==> src/rtl/masked_share_gen.sv <==
// Splits plain operands into 2-share Boolean-masked operands using masks from an
// internal Galois LFSR, buffered by a 2-entry FIFO. Optional macro: SHARE_RESEED_EN.
module masked_share_gen #(
    parameter int              N      = 4,
    parameter int              LFSR_W = 16,
    parameter logic [LFSR_W-1:0] SEED = 16'hACE1
) (
    input  logic         clk,
    input  logic         rst,
    input  logic         in_valid,
    output logic         in_ready,
    input  logic [N-1:0] a,
    input  logic [N-1:0] b,
    input  logic         c_in,
`ifdef SHARE_RESEED_EN
    input  logic              reseed_valid,
    input  logic [LFSR_W-1:0] reseed_data,
`endif
    output logic         out_valid,
    input  logic         out_ready,
    output logic [N-1:0] a0,
    output logic [N-1:0] a1,
    output logic [N-1:0] b0,
    output logic [N-1:0] b1,
    output logic         c_out
);

    localparam int                EW = 4 * N + 1;
    localparam logic [LFSR_W-1:0] FB = LFSR_W'(16'hB400);

    if (2 * N > LFSR_W) begin : g_width_check
        $error("masked_share_gen: 2*N must not exceed LFSR_W");
    end

    logic [LFSR_W-1:0] lfsr_reg;
    logic [LFSR_W-1:0] lfsr_next;
    logic [LFSR_W-1:0] lfsr_step;

    logic [EW-1:0] mem_reg [0:1];
    logic          wr_ptr_reg;
    logic          rd_ptr_reg;
    logic [1:0]    count_reg;

    logic [N-1:0]  m_a;
    logic [N-1:0]  m_b;
    logic [N-1:0]  a_masked;
    logic [N-1:0]  b_masked;
    logic [EW-1:0] entry_in;
    logic [EW-1:0] head;
    logic          push;
    logic          pop;

    // Masks are taken from the LFSR value present before this edge's advance.
    assign m_a = lfsr_reg[N-1:0];
    assign m_b = lfsr_reg[2*N-1:N];

    for (genvar gi = 0; gi < N; gi++) begin : g_mask
        assign a_masked[gi] = a[gi] ^ m_a[gi];
        assign b_masked[gi] = b[gi] ^ m_b[gi];
    end

    assign entry_in = {a_masked, m_a, b_masked, m_b, c_in};

    assign in_ready  = (count_reg < 2'd2);
    assign out_valid = (count_reg != 2'd0);
    assign push      = in_valid && in_ready;
    assign pop       = out_valid && out_ready;

    always_comb begin
        lfsr_step = (lfsr_reg >> 1) ^ (lfsr_reg[0] ? FB : '0);
        lfsr_next = (lfsr_step == '0) ? SEED : lfsr_step;
`ifdef SHARE_RESEED_EN
        if (reseed_valid) begin
            lfsr_next = (reseed_data == '0) ? SEED : reseed_data;
        end
`endif
    end

    always_ff @(posedge clk or posedge rst) begin
        if (rst) begin
            lfsr_reg <= SEED;
        end else begin
            lfsr_reg <= lfsr_next;
        end
    end

    always_ff @(posedge clk or posedge rst) begin
        if (rst) begin
            for (int i = 0; i < 2; i++) begin
                mem_reg[i] <= '0;
            end
            wr_ptr_reg <= 1'b0;
            rd_ptr_reg <= 1'b0;
            count_reg  <= 2'd0;
        end else begin
            if (push) begin
                mem_reg[wr_ptr_reg] <= entry_in;
                wr_ptr_reg          <= ~wr_ptr_reg;
            end
            if (pop) begin
                rd_ptr_reg <= ~rd_ptr_reg;
            end
            case ({push, pop})
                2'b10:   count_reg <= count_reg + 2'd1;
                2'b01:   count_reg <= count_reg - 2'd1;
                default: count_reg <= count_reg;
            endcase
        end
    end

    // Outputs always reflect the head slot; cleared storage makes them zero after reset.
    assign head  = mem_reg[rd_ptr_reg];
    assign a0    = head[4*N:3*N+1];
    assign a1    = head[3*N:2*N+1];
    assign b0    = head[2*N:N+1];
    assign b1    = head[N:1];
    assign c_out = head[0];

endmodule

==> config.mk <==
export PLATFORM = sky130hd
export DESIGN_NAME = masked_share_gen
export DESIGN_NICKNAME = d
export VERILOG_FILES = /design/src/rtl/masked_share_gen.sv
export SDC_FILE = /design/constraint.sdc
export NUM_CORES = 1
export LEC_CHECK = 0
export BUFFER_PORTS_ARGS = -buffer_cell sky130_fd_sc_hd__buf_2
export CAP_MARGIN = 10
export CORE_MARGIN = 8
export CORE_UTILIZATION = 50
export CTS_CLUSTER_SIZE = 30
export DETAILED_ROUTE_END_ITERATION = 12
export HOLD_SLACK_MARGIN = 0.05
export PLACE_DENSITY_LB_ADDON = 0.25
export SLEW_MARGIN = 15
export SYNTH_ARGS = -nofsm -noshare
export SYNTH_HDL_FRONTEND = slang
export SYNTH_SLANG_ARGS = --single-unit
==> constraint.sdc <==
create_clock -name clk -period 1.8 [get_ports clk]
set_input_delay 0.09 -clock clk [delete_from_list [all_inputs] [get_ports clk]]
set_output_delay 0.09 -clock clk [all_outputs]
set_load 0.02 [all_outputs]
==> results of run 1 <==
## stage by stage
step | worst slack [ns] | power [uW]
floorplan | 0.221 | 3280
global placement | 0.286 | 3750
detailed placement | 0.213 | 3840
CTS | 0.153 | 4530
global route | 0.0726 | 4780
finish | 0.170 | 4460
## cell families after synthesis
family | after synthesis | synth area share
AND/OR/NAND/NOR | 29 | 0.0687
buffers and inverters | 16 | 0.0357
AO/OA/AOI/OAI | 25 | 0.0639
XOR/XNOR | 16 | 0.0606
multiplexers | 35 | 0.177
adder cells (fa/ha/maj) | 1 | 0.00541
flip-flops | 54 | 0.589
## layout make-up
class | count | share of cell area
Clock inverter | 1 | 0.00191
Tap cell | 52 | 0.0248
Sequential cell | 54 | 0.519
Timing Repair Buffer | 37 | 0.0877
Clock buffer | 7 | 0.0329
Inverter | 2 | 0.00286
Multi-Input combinational cell | 106 | 0.331
## synthesized netlist by cell type
library cell  instances  area share
mux2_2               31        0.15
nor3b_4               1      0.0081
nor4_1                3      0.0081
nor3_1                1      0.0022
nor2_1               10       0.016
xnor2_1              14       0.053
buf_4                 1      0.0032
nand3b_4              1      0.0087
xor2_1                2      0.0076
o21bai_1              6       0.019
dfrtp_1              46        0.50
mux2_4                4       0.026
o21ai_0              10       0.022
and2_1                1      0.0027
a21oi_1               8       0.017
or2_2                 1      0.0027
ha_1                  1      0.0054
dfstp_2               8       0.091
nand2_1              10       0.016
clkbuf_1              8       0.013
buf_2                 3      0.0065
buf_6                 2      0.0097
and4_1                1      0.0038
inv_1                 2      0.0032
o211ai_2              1      0.0054
## power by group through the flow
stage / Clock (uW) / Sequential (uW) / Combinational (uW)
finish: 667 / 1880 / 1910
global route: 746 / 1940 / 2090
CTS: 695 / 1890 / 1950
detailed placement: 0 / 1910 / 1930
global placement: 0 / 1870 / 1880
floorplan: 0 / 1810 / 1470
## worst min-delay path by stage
stage          depth (start not counted)  startpoint  slack [ns]     endpoint
3_3_place_gp                           2         rst        0.15   mem_reg[3]
5_1_grt                                3        b[0]        0.10  mem_reg[22]
6_report                               3        b[2]         0.1  mem_reg[24]
4_1_cts                                3        a[3]        0.09  mem_reg[33]
2_1_floorplan                          1        c_in        0.24  mem_reg[17]
3_5_place_dp                           2         rst        0.17   mem_reg[3]
## critical path, cell delays in order (launching register included)
cell and delay (ns):
dfrtp_1 0.54, buf_12 0.20, mux2_2 0.34, buf_2 0.16
## metal layers
metal,up-vias,GRT usage
met5,-,0
met4,0,0.0235
met3,4,0.0439
met2,29,0.206
met1,668,0.161
li1,651,-
## repair_timing
action,in CTS,in global routing
hold buffers,2,0
buffers inserted,0,0
hold endpoints to repair,24,0
==> impl_metrics.tcl, run 1 <==
set metrics [dict create \
    antenna_found_initial 0 \
    worstPathArrival_ns 1.54 \
    rr_worst_depth 6 \
    placed_area_sq_mm 0.00251 \
    drv_slew 0 \
    drt_wl_total_um 4300 \
    netlist_area_sq_mm 0.00231 \
    worstMarginPinSlew_ns 0.541 \
    wl_met3_um 239 \
    clockRootBuffer "clkbuf_8" \
    end_kind "primary output" \
    ctsResizeCount 0 \
    ios 32 \
    clock_path_buffers 2 \
    crit_path_max_fanout 13 \
    ys_seq_area_frac 0.589 \
    power_density_mw_per_mm2 1700 \
    crit_start "rd_ptr_reg" \
    r2r_start "count_reg[0]" \
    die_area_sq_mm 0.00706 \
    layout_common_cells "46 x dfrtp_1, 31 x mux2_2, 31 x buf_2, 14 x xnor2_1" \
    switching_share 0.358 \
    core_sq_mm 0.00441 \
    largest_register_ffs 34 \
    r2r-end "count_reg[1]" \
    fp-row-count 24 \
    seq_area_sq_mm 0.00136 \
    m1WireLength_um 1960 \
    cts_tree "yes" \
    yosys_register_bits 54 \
    grt_usage 0.127 \
    wl_met2_um 2070 \
    first_global_vias 1463 \
    numClockSinks 54 \
    clk_pin_slew_ns 0.09 \
    vias 1352 \
    drtAntennaViolNets 0 \
    fin_cells 259 \
    finalCriticalPeriod_ns 1.63 \
    finClkSkew_ns 0.00434 \
    placed_cells 249 \
    cp-start-kind "flop" \
    rrSetupSlack_ns 0.17 \
    final_cell_area_sq_mm 0.00262 \
    antenna_cells 0 \
    dp_hpwl_um 3060 \
    crit_required_ns 1.71 \
    power_switching_uw 1600 \
    drive_above_1_share 0.435 \
    tns_ns 0 \
    die_h_um 84.0 \
    num-nets-final 220 \
    multiInputGateArea_sq_um 868 \
    grt_overflow 0 \
    numPortBuffers 31 \
    clkPwrFrac 0.149 \
    period_share 0.906 \
    grt_pass1_wl_um 7320 \
    max_freq_mhz 613 \
    drtPass1Iterations 4 \
    ir_drop_uv 896 \
    grt_setup_unrepaired "false" \
    slew_headroom 0.639 \
    syn_inst 176 \
    syn2layout_area_growth_pct 13.5 \
    synth_cell_types 25 \
    hold_ws_ns 0.0995 \
    avgViaCountPerCell 5.22 \
    initial_core_util 0.524 \
    drc 0 \
    status "completed" \
    power.leakage_uw 0.00111 \
    wl_per_cell_um 16.6 \
    gp_congestion 0.728 \
    internal_power_uw 2870 \
    worstSetupPathType "reg2out" \
    power.share.sequential 0.422 \
    comb_power_share 0.429 \
    yosys_warnings 0 \
    hold_path.class "in2reg" \
    final_common_cell "dfrtp_1" \
    cts_buffers 5 \
    highest-signal-layer "met4" \
    setup_viol 0 \
    h-tree-depth 2 \
    syn_nets 190 \
    hold_viol 0 \
    syn_avg_cell_area_sq_um 13.1 \
    grt_max_degree 31 \
    crit_end "b0[1]" \
    drt_iter0_markers 29 \
    clk_latency_ns 0.30 \
    n_fill_cell 365 \
    utilization 0.594 \
    die_w_um 84.0 \
    max_cap_viol_count 0 \
]
No activity file was read; power rests on OpenSTA's default activity.
==> run 2, diff against run 1 <==
- ABC_AREA: unset -> 1
- CAP_MARGIN: 10 -> 0
==> run 2 against run 1 <==
  * Worst setup slack got worse by 0.0027 ns
  * Global-route usage increased by 1.1 points
  * Area after synthesis increased by 4.7%
  * Count of clock-buffer cells in the layout decreased by 1
  * Clock power increased by 20%
  * Combinational power about the same
  * Via count increased by 25%
  * Sequential share of layout area decreased by 2.3 points
  * Sequential power about the same
  * Fmax decreased by 0.16%
  * Register-to-register slack about the same
==> impl_metrics.tcl, run 2 <==
set metrics [dict create \
    status "completed" \
    drc 0 \
    worstPathArrival_ns 1.83 \
    vias 1688 \
    clock_path_buffers 2 \
    hold_path.class "in2reg" \
    core_sq_mm 0.00469 \
    drv_slew 0 \
    ys_seq_area_frac 0.563 \
    tns_ns 0 \
    drt_iter0_markers 87 \
    hold_viol 0 \
    finalCriticalPeriod_ns 1.63 \
    power.share.sequential 0.411 \
    cp-start-kind "flop" \
    synthArstFlopShare 1.00 \
    first_global_vias 1710 \
    drtAntennaViolNets 0 \
    power.leakage_uw 0.00141 \
    num-nets-final 313 \
    max_freq_mhz 612 \
    switching_share 0.405 \
    post_cts_buffers 0 \
    setup_viol 0 \
    power_density_mw_per_mm2 1680 \
    clk_latency_ns 0.31 \
    ys.flop_type "dfrtp_1" \
    final_cell_area_sq_mm 0.00275 \
    hold_ws_ns 0.0580 \
    synth_top_cells_by_area "dfrtp_1 48%, nand2_1 16%, dfstp_2 8.7%, o21ai_2 5.8%, o21ai_0 5.2%" \
    placed_area_sq_mm 0.00261 \
    drive_above_1_share 0.257 \
    largest_register_ffs 34 \
    drt_wl_total_um 4560 \
    yosys_register_bits 54 \
    wl_per_cell_um 12.9 \
    clkPwrFrac 0.174 \
    slew_headroom 0.808 \
    grt_max_degree 55 \
    grt_overflow 0 \
    cts_buffers 5 \
    h-tree-depth 2 \
    period_share 0.907 \
    end_kind "flop" \
    crit_required_ns 1.99 \
    final_common_cell "nand2_1" \
    grt_setup_unrepaired "false" \
    clk_pin_slew_ns 0.10 \
    syn2layout_area_growth_pct 13.7 \
    yosys.area.top_type "dfrtp_1" \
    n_fill_cell 440 \
    worstSetupPathType "reg2reg" \
    syn_avg_cell_area_sq_um 9.03 \
    internal_power_uw 2740 \
    gp_congestion 0.714 \
    worstMarginPinSlew_ns 0.288 \
    avgViaCountPerCell 4.77 \
    synth_top_area_share 0.476 \
    grt_usage 0.139 \
    drtPass1Iterations 4 \
    synth_edf_count 0 \
    die_w_um 85.6 \
    numClockSinks 54 \
    finClkSkew_ns 0.0111 \
    synth_common_cells "102 x nand2_1, 46 x dfrtp_1, 26 x inv_1" \
    netlist_area_sq_mm 0.00242 \
    cts_tree "yes" \
    die_area_sq_mm 0.00732 \
    numPortBuffers 31 \
    syn_nets 282 \
    antenna_cells 0 \
    antenna_found_initial 0 \
    crit_path_max_fanout 4 \
    clockRootBuffer "clkbuf_8" \
    utilization 0.586 \
    layout_common_cells "102 x nand2_1, 45 x dfrtp_1, 31 x buf_2, 25 x inv_1, 24 x o21ai_0" \
    syn_inst 268 \
    max_cap_viol_count 0 \
    die_h_um 85.6 \
    yosys_warnings 0 \
    dp_hpwl_um 3170 \
    synth.most_common_cell "nand2_1" \
    grt_pass1_wl_um 8030 \
    fp-row-count 25 \
    comb_power_share 0.415 \
    synth_cell_types 24 \
    initial_core_util 0.516 \
    ir_drop_uv 783 \
    power_switching_uw 1870 \
    ios 32 \
]
[run 2: cell types whose count changed after synthesis, sizes merged, moves of 2 or more]
cell    previous run  this run
a21oi              8         1
inv                2        29
mux2              35         0
nand2             10       103
nand3              0         2
nor2              10         8
nor4               3         0
o21ai             10        43
o21bai             6         0
xnor2             14         1
xor2               2        10
[run 2: timing repair]
| action | in CTS | in global routing |
|---|---|---|
| hold buffers | 3 | 0 |
| endpoints found under the setup margin | 0 | 10 |
| endpoints found under the hold margin | 48 | 0 |
| gates resized for setup | 0 | 3 |
[run 2: layout make-up]
class / instances / area, sq um / share of cell area
sequential: 54 / 1360 / 0.495
multi-input combinational: 170 / 863 / 0.314
timing repair buffer: 38 / 228 / 0.0828
inverter: 30 / 119 / 0.0432
clock buffer: 6 / 72.6 / 0.0264
tap: 54 / 67.6 / 0.0246
clock inverter: 2 / 37.5 / 0.0136
[run 2: worst max-delay path, cell delays in order, from the launching register on]
cell and delay [ns]:
dfrtp_1 0.42, or2_2 0.31, nand2_1 0.10, inv_1 0.05
ha_1 0.31, a21oi_1 0.12, o21ai_1 0.08, xor2_1 0.14
[run 2: cells by family after synthesis]
logic type,count (synthesis),synth area share
AO/OA/AOI/OAI,44,0.116
XOR/XNOR,11,0.0398
buffers and inverters,44,0.0807
flip-flops,54,0.563
adder cells (fa/ha/maj),1,0.00517
AND/OR/NAND/NOR,114,0.196
[run 2: routing by layer]
metal | vias to the layer above | global-route usage | routed length [um]
met5 | - | 0 | 0
met1 | 779 | 0.171 | 2160
met3 | 5 | 0.0449 | 232
met2 | 27 | 0.220 | 2110
li1 | 877 | - | -
met4 | 0 | 0.0525 | 63
[run 2: power groups by stage]
| stage | Combinational [uW] | Clock, uW | Sequential, uW |
|---|---|---|---|
| floorplan | 1470 | 0 | 1830 |
| global placement | 1900 | 0 | 1890 |
| detailed placement | 1930 | 0 | 1910 |
| CTS | 1950 | 828 | 1890 |
| global route | 2170 | 865 | 1950 |
| finish | 1910 | 801 | 1900 |
[run 2: per-stage QoR]
step           std cells  setup slack (ns)  total power (uW)
2_1_floorplan        268             0.129              3300
4_1_cts              354            0.0630              4670
6_report             354             0.167              4610
3_3_place_gp         343             0.187              3790
5_1_grt              354            0.0206              4990
3_5_place_dp         343             0.145              3850
[run 2: worst paths after layout]
kind	startpoint	end	slack (ns)	cells after the start
max	count_reg[0]	count_reg[1]	0.17	7
min	b[2]	mem_reg[7]	0.06	4
max reg2reg	count_reg[0]	count_reg[1]	0.17	7
min reg2reg	lfsr_reg[9]	lfsr_reg[8]	0.39	0
max in group asynchronous	rst	lfsr_reg[5]	1.14	4
min in group asynchronous	rst	mem_reg[33]	0.36	4
==> run 3, diff against run 2 <==
- CORE_ASPECT_RATIO: unset -> 1.5
==> run 3 against run 2 <==
  * Fmax is 0.59% higher
  * Sequential share of layout area is 0.14 points higher
  * Hold slack better by 0.0074 ns
  * First-iteration DRC count is 4.6% higher
  * Critical path depth stayed put
  * Combinational power is 2% higher
  * Cell count is 3.4% higher
  * Core utilization is 0.65 points lower
  * Wire length is 0.66% higher
  * Die area is 0.63% higher
  * Clock power is 20% lower
  * Largest cell class unchanged
==> impl_metrics.tcl, run 3 (synthesis gave the netlist of run 2 again) <==
set metrics [dict create \
    rr_worst_depth 7 \
    hold_path.class "in2reg" \
    finalCriticalPeriod_ns 1.62 \
    worstMarginPinSlew_ns 0.468 \
    core_sq_mm 0.00473 \
    die_h_um 101 \
    num-nets-final 313 \
    clk_pin_slew_ns 0.09 \
    layout_common_cells "102 x nand2_1, 45 x dfrtp_1, 31 x buf_2, 25 x inv_1, 24 x o21ai_0" \
    worstSetupPathType "reg2reg" \
    max_freq_mhz 616 \
    clock_path_buffers 2 \
    setup_viol 0 \
    crit_required_ns 2.00 \
    hold_viol 0 \
    finClkSkew_ns 0.00857 \
    numClockSinks 54 \
    power_density_mw_per_mm2 1630 \
    seq_area_sq_mm 0.00136 \
    syn2layout_area_growth_pct 13.3 \
    placed_area_sq_mm 0.00263 \
    grt_overflow 0 \
    avgViaCountPerCell 4.65 \
    utilization 0.580 \
    largest_register_ffs 34 \
    h-tree-depth 2 \
    antenna_cells 0 \
    vias 1703 \
    grt_usage 0.136 \
    dp_hpwl_um 3280 \
    drtPass1Iterations 4 \
    m1WireLength_um 1960 \
    period_share 0.902 \
    total_power_uw 4480 \
    gp_congestion 0.747 \
    slew_headroom 0.688 \
    end_kind "flop" \
    tns_ns 0 \
    ir_drop_uv 719 \
    drtAntennaViolNets 0 \
    wl_met2_um 2350 \
    worstPathArrival_ns 1.82 \
    crit_path_max_fanout 4 \
    grt_max_degree 26 \
    cp-start-kind "flop" \
    drt_iter0_markers 91 \
    drt_wl_total_um 4590 \
    power.leakage_uw 0.00141 \
    cts_buffers 5 \
    drc 0 \
    fp-row-count 31 \
    n_fill_cell 459 \
    cts_tree "yes" \
    initial_core_util 0.511 \
    final_cell_area_sq_mm 0.00274 \
    drv_slew 0 \
    die_w_um 72.8 \
    grt_pass1_wl_um 7880 \
    wl_per_cell_um 12.5 \
    drive_above_1_share 0.253 \
    final_common_cell "nand2_1" \
    status "completed" \
    grt_setup_unrepaired "false" \
    clk_latency_ns 0.30 \
    die_area_sq_mm 0.00737 \
    worstHoldPathCells 3 \
    numPortBuffers 31 \
    first_global_vias 1699 \
    antenna_found_initial 0 \
    max_cap_viol_count 0 \
    ios 32 \
    multiInputGateArea_sq_um 863 \
    wl_met3_um 205 \
    clockRootBuffer "clkbuf_8" \
    highest-signal-layer "met4" \
]
-- run 3: cell count changes in the layout (fill, tap and decap cells not counted), sizes merged --
cell         before  now
buf              35   36
bufinv            1    0
clkbuf            6    8
clkinv            0    1
clkinvlp          2    0
dlygate4sd3       3    2
-- run 3: final cells by class --
class	count	share of cell area
Inverter	30	0.0424
Clock buffer	8	0.0292
Tap cell	66	0.0301
Timing Repair Buffer	38	0.0867
Multi-Input combinational cell	170	0.315
Sequential cell	54	0.497
-- run 3: routing by layer --
layer | vias to the layer above | global-route usage
met3 | 6 | 0.0347
met5 | - | 0
met4 | 0 | 0.0573
met2 | 25 | 0.227
met1 | 796 | 0.161
li1 | 876 | -
-- run 3: path summary, 6_finish.rpt --
| check | startpoint | to | slack (ns) |
|---|---|---|---|
| min in group asynchronous | rst | mem_reg[23] | 0.34 |
| worst max-delay path | count_reg[0] | count_reg[1] | 0.18 |
| worst max register to register | count_reg[0] | count_reg[1] | 0.18 |
| worst min-delay path | out_ready | rd_ptr_reg | 0.07 |
| worst min register to register | lfsr_reg[9] | lfsr_reg[8] | 0.39 |
| max in group asynchronous | rst | lfsr_reg[15] | 0.89 |
-- run 3: timing repair --
item	in CTS	in global routing
gates resized for setup	1	2
hold buffers	2	0
hold endpoints to repair	20	0
setup endpoints to repair	9	5
buffers inserted	0	1
-- run 3: critical path, stage by stage, from the launching register on --
cell and delay, ns:
dfrtp_1 0.41, or2_2 0.31, nand2_1 0.09, inv_1 0.05, ha_1 0.31, a21oi_1 0.11
o21ai_1 0.08, xor2_1 0.14
-- run 3: through the flow --
stage / setup slack (ns) / hold slack, ns / std cells
floorplan: 0.129 / 0.251 / 268
global placement: 0.185 / 0.123 / 355
detailed placement: 0.144 / 0.126 / 355
CTS: 0.134 / 0.0630 / 365
global route: 0.0285 / 0.0644 / 366
finish: 0.177 / 0.0654 / 366
-- run 3: power by group --
part / internal (uW) / switching (uW) / total (uW)
sequential: 1640 / 252 / 1890
combinational: 717 / 1230 / 1950
clock: 277 / 362 / 639
total: 2630 / 1840 / 4480
